`src/rtl/buf512to64_stream_ctrl.sv`:
```
// Transfer sequencer for one 512->64 line buffer: feeds upstream lines in,
// pops words out with a last flag, then clears any partial-line tail.
module buf512to64_stream_ctrl #(
    parameter int LEN_W = 16
) (
    input  logic             clk,
    input  logic             rst,
    input  logic             start,
    input  logic [LEN_W-1:0] len_words,
    input  logic             abort,
    input  logic             in_valid,
    output logic             in_ready,
    input  logic [511:0]     in_data,
    output logic             out_valid,
    input  logic             out_ready,
    output logic [63:0]      out_data,
    output logic             out_last,
    output logic [511:0]     buf_data_in,
    output logic             buf_wr_enable,
    output logic             buf_rd_enable,
    output logic             buf_clr,
    input  logic [63:0]      buf_data_out,
    input  logic             buf_full,
    input  logic             buf_empty,
    output logic             busy,
    output logic             done,
    output logic             aborted
);

    localparam int LINE_W = LEN_W - 2;

    typedef enum logic [1:0] {
        S_IDLE  = 2'd0,
        S_RUN   = 2'd1,
        S_FLUSH = 2'd2,
        S_DONE  = 2'd3
    } state_e;

    state_e              state_q, state_d;
    logic [LEN_W-1:0]    words_left_q, words_left_d;
    logic [LINE_W-1:0]   lines_left_q, lines_left_d;
    logic [LINE_W-1:0]   lines_init;
    logic                aborted_q, aborted_d;
    logic                busy_q, done_q, clr_q;
    logic                run;

    // ceil(len/8) without a wide intermediate: whole lines plus one if a tail exists
    assign lines_init = {1'b0, len_words[LEN_W-1:3]} + LINE_W'(|len_words[2:0]);

    assign run           = (state_q == S_RUN);
    assign in_ready      = run && !buf_full && (lines_left_q != '0);
    assign buf_wr_enable = in_valid && in_ready;
    assign buf_data_in   = in_data;

    assign out_valid     = run && !buf_empty && (words_left_q != '0);
    assign out_data      = buf_data_out;
    assign out_last      = out_valid && (words_left_q == LEN_W'(1));
    assign buf_rd_enable = out_valid && out_ready;

    assign busy    = busy_q;
    assign done    = done_q;
    assign aborted = aborted_q;
    assign buf_clr = clr_q;

    always_comb begin
        state_d      = state_q;
        words_left_d = words_left_q;
        lines_left_d = lines_left_q;
        aborted_d    = aborted_q;
        case (state_q)
            S_IDLE: begin
                if (start) begin
                    aborted_d    = 1'b0;
                    words_left_d = len_words;
                    lines_left_d = lines_init;
                    state_d      = (len_words != '0) ? S_RUN : S_FLUSH;
                end
            end
            S_RUN: begin
                if (buf_wr_enable) lines_left_d = lines_left_q - LINE_W'(1);
                if (buf_rd_enable) words_left_d = words_left_q - LEN_W'(1);
                // a pop coinciding with abort still completes above
                if (abort) begin
                    state_d   = S_FLUSH;
                    aborted_d = 1'b1;
                end else if (buf_rd_enable && words_left_q == LEN_W'(1)) begin
                    state_d = S_FLUSH;
                end
            end
            S_FLUSH: state_d = S_DONE;
            S_DONE:  state_d = S_IDLE;
            default: state_d = S_IDLE;
        endcase
    end

    always_ff @(posedge clk or negedge rst) begin
        if (!rst) begin
            state_q      <= S_IDLE;
            words_left_q <= '0;
            lines_left_q <= '0;
            aborted_q    <= 1'b0;
            busy_q       <= 1'b0;
            done_q       <= 1'b0;
            clr_q        <= 1'b0;
        end else begin
            state_q      <= state_d;
            words_left_q <= words_left_d;
            lines_left_q <= lines_left_d;
            aborted_q    <= aborted_d;
            busy_q       <= (state_d != S_IDLE);
            done_q       <= (state_d == S_DONE);
            clr_q        <= (state_d == S_FLUSH);
        end
    end

endmodule

```
`config.mk`:
```
export PLATFORM = sky130hd
export DESIGN_NAME = buf512to64_stream_ctrl
export DESIGN_NICKNAME = d
export VERILOG_FILES = /design/src/rtl/buf512to64_stream_ctrl.sv
export SDC_FILE = /design/constraint.sdc
export NUM_CORES = 1
export LEC_CHECK = 0
export CAP_MARGIN = 20
export CORE_AREA = 4 4 454 456
export DETAILED_ROUTE_END_ITERATION = 12
export DIE_AREA = 0 0 458 460
export PLACE_DENSITY = 0.3
export REMOVE_ABC_BUFFERS = 1
export SLEW_MARGIN = 20
export SYNTH_ARGS = -nofsm -noshare
export SYNTH_HDL_FRONTEND = slang
export SYNTH_SLANG_ARGS = --single-unit
```
`constraint.sdc`:
```
create_clock -name clk -period 4.05 [get_ports clk]
set_input_delay 1.0125 -clock clk [delete_from_list [all_inputs] [get_ports clk]]
set_output_delay 1.0125 -clock clk [all_outputs]
set_load 0.005 [all_outputs]
```
==> run metrics, run 1 <==
status=complete, no violations; reg2reg end=lines_left_q[7]; CTS tree=built; worst slack at placement=576 ps; Async SR Flop Fraction=100%; required time of the critical path=3040 ps; M1 GR Usage=5.71%; vias in the first global route=4479; r2r startpoint=lines_left_q[0]; critical path data arrival time=2580 ps; RSZ-0062 raised after global routing=false; clock buffer depth=2; DRC=0; Antenna Nets Post-Route=0; met3 Use GR=a little under half; register bit total from synthesis=36; Startpoint Class=register; Rows=~170; crit end category=output port; max-cap violations=0; clock transition at the registers of the reported paths=70 ps; final number of max-transition violations=0; crit-path max cell delay=680 ps; largest net degree at the start of global routing=62; DR vias=6493; pwr dens=343 nW/um2; # nets final=939; number of synthesis warnings=0; busiest metal layer after global routing=met2; CTS Buf Count=5; area grow syn2layout=-8.36%; unique cell type count in the Yosys netlist=57; WHS=between 500 and 600 ps; Slew headroom=33.7%; Tightest Hold Check Type=reg2reg; CP Cell Sequence=or4_1 > nor2_1 > nand3_1 > nor3_1 > clkdlybuf4s50_1; met2 usage=59.5%; Worst Setup Path Type=reg2out; Die Area=211000 um2; CP startpoint=words_left_q[4]; share of layout cells above drive strength 1=7.76%; DR WL/cell=~120 um; Worst R2R Setup Slack=1520 ps; # fillers=24000; critical path's slowest cell=or4_1; Setup Buffers After CTS=0; Final Wtd Congestion=1.41; worst reg-to-reg path cell count=8; Total Neg Setup Slack=0 ps; peak supply drop=184 uV; Pleak=0.00111 uW; drt pass-1 iters=4; transition time of the tightest slew-check pin=994 ps; Post-CTS Resized=0; CP Capture Point=out_last; Synth Flop Type=dfrtp_1; I/O pin total=between 1000 and 1500; Skew-Pair Late Insertion Delay=~290 ps; PnR worst setup slack=460 ps; gr ovfl total=0; Worst Skew=6.00 ps; Clock Sinks=36; CTS Hold Bufs=0; Final setup viols=0; post-DP HPWL=359000 um; Fin. Hold Viols=0; initial DRC count=1323; GRT Util Overall=33.3%; Synth Area per Inst=7.73 um2; Post-synth EDFFs=0; Initial Util=3.40%; total power=approximately 2200 uW; routed wire length=between 300000 and 400000 um; initial antenna violation count=0; Post-Syn Area=6850 um2; Via density=2.16; min cycle time layout=3590 ps; fin crit share=88.6%; Clock Tree Root=clkbuf_16; first-pass GRT wire length=374000 um; ANT cells=0; Gate Count Post-Synth=887; Max Freq=279 MHz; Core Area=202000 um2; input/output buffers=32; Seq/Total Area, Yosys=13.1%; CTS H-tree depth=2; Die H=460 um; CP Max Fanout=7; die width=458 um
## Yosys cell counts, drive strengths merged, types with 2 or more instances
library cell / n / area share (%)
xnor2: 6 / 0.77
nand2: 31 / 1.7
buf: 588 / 64
or4: 6 / 0.66
a22o: 4 / 0.51
nor3b: 4 / 0.58
o32ai: 2 / 0.26
dfrtp: 36 / 13
nand3b: 6 / 0.66
nor4: 11 / 1.1
nor4b: 2 / 0.26
a21oi: 42 / 3.1
o31ai: 2 / 0.22
or3: 6 / 0.62
nor2b: 2 / 0.18
o22ai: 8 / 0.73
clkbuf: 7 / 0.38
nor3: 10 / 0.73
and4: 3 / 0.38
inv: 6 / 0.33
and3: 3 / 0.27
o211ai: 2 / 0.22
nand3: 16 / 1.2
or2: 3 / 0.27
xor2: 3 / 0.38
a41o: 2 / 0.29
o21ai: 27 / 2.1
a2bb2oi: 2 / 0.26
nor2: 16 / 0.88
ha: 5 / 0.91
nand2b: 4 / 0.37
nand4: 4 / 0.37
a31oi: 2 / 0.18
## through the flow
stage,instances,instance area [um2],utilization [%]
3_3_place_gp,2999,6130,3.04
2_1_floorplan,292,2440,-
4_1_cts,3007,6280,3.11
6_report,3007,6280,3.11
5_1_grt,3007,6280,3.11
3_5_place_dp,2999,6130,3.04
## per-layer routing
| layer | vias to the layer above | wire, um |
|---|---|---|
| met2 | 2559 | 182000 |
| met4 | 80 | 39000 |
| met3 | 303 | 109000 |
| met5 | - | 8780 |
| met1 | 2333 | 24400 |
| li1 | 1218 | - |
## sequential cells by signal, indices dropped and copies added, names as in the netlist
name and count:
aborted 1, buf_clr 1, busy 1, done 1
lines_left_q 14, state_q 2, words_left_q 16
## cell usage in the layout (no fill, tap or decap), types with 3 or more instances in the layout
cell type and n:
ha_1 5, o22ai_1 8, nor2_1 16, o21ai_0 24, and4_1 3, dfrtp_1 36
and3_1 3, nand4_1 4, nand3_1 16, or3_1 5, clkdlybuf4s50_1 31, inv_1 6
or4_1 6, xnor2_1 6, nand3b_1 6, clkbuf_16 5, nand2b_1 4, xor2_1 3
nand2_1 31, nor3_1 10, a21oi_1 41, or2_2 3, nor4_1 10, buf_4 3
a22o_1 4
## critical path: cells and delay by family, from the launching register on
family / cells / cell delay (ps)
DFF: 1 / 440
buffers and inverters: 1 / 540
and+or+nand+nor: 4 / 1300
## logic make-up after synthesis
kind of cell | count (synthesis) | share of synthesized area (%)
buf+inv | 601 | 64.7
simple gates | 128 | 10.3
xor+xnor | 9 | 1.15
compound gates | 108 | 9.79
flops | 36 | 13.1
fa+ha+maj | 5 | 0.913
## power breakdown
part           total (uW)  switching (uW)  internal (uW)  leakage [uW]
sequential            758             227            531      0.000417
clock                 427             183            244     0.0000766
combinational         969             573            396      0.000614
## how the worst min path moves through the flow
stage / slack (ps) / end / startpoint / cells after the start
floorplan: 480 / lines_left_q[10] / lines_left_q[10] / 1
global placement: 500 / aborted / aborted / 1
detailed placement: 510 / lines_left_q[10] / lines_left_q[10] / 1
CTS: 530 / lines_left_q[10] / lines_left_q[10] / 1
global route: 560 / lines_left_q[10] / lines_left_q[10] / 1
finish: 530 / aborted / aborted / 1
## area by class of cell
| type | count | area, um2 | area share (%) |
|---|---|---|---|
| repair buffers | 35 | 338 | 5.38 |
| inverters | 6 | 22.5 | 0.359 |
| flip-flops and latches | 36 | 901 | 14.3 |
| clock inverters | 2 | 10.0 | 0.159 |
| multi-input cells | 250 | 1530 | 24.3 |
| clock buffers | 6 | 139 | 2.21 |
| well taps | 2672 | 3340 | 53.2 |
No activity file was read; power rests on OpenSTA's default activity.
==> run 2, diff against run 1 <==
--- a/config.mk
+++ b/config.mk
@@ -11,6 +11,7 @@
 export DIE_AREA = 0 0 458 460
 export PLACE_DENSITY = 0.3
 export REMOVE_ABC_BUFFERS = 1
+export SKIP_CTS_REPAIR_TIMING = 1
 export SLEW_MARGIN = 20
 export SYNTH_ARGS = -nofsm -noshare
 export SYNTH_HDL_FRONTEND = slang
==> results of run 2 <==
Same layout as run 1: the final DEF is identical, and so are final timing and power.
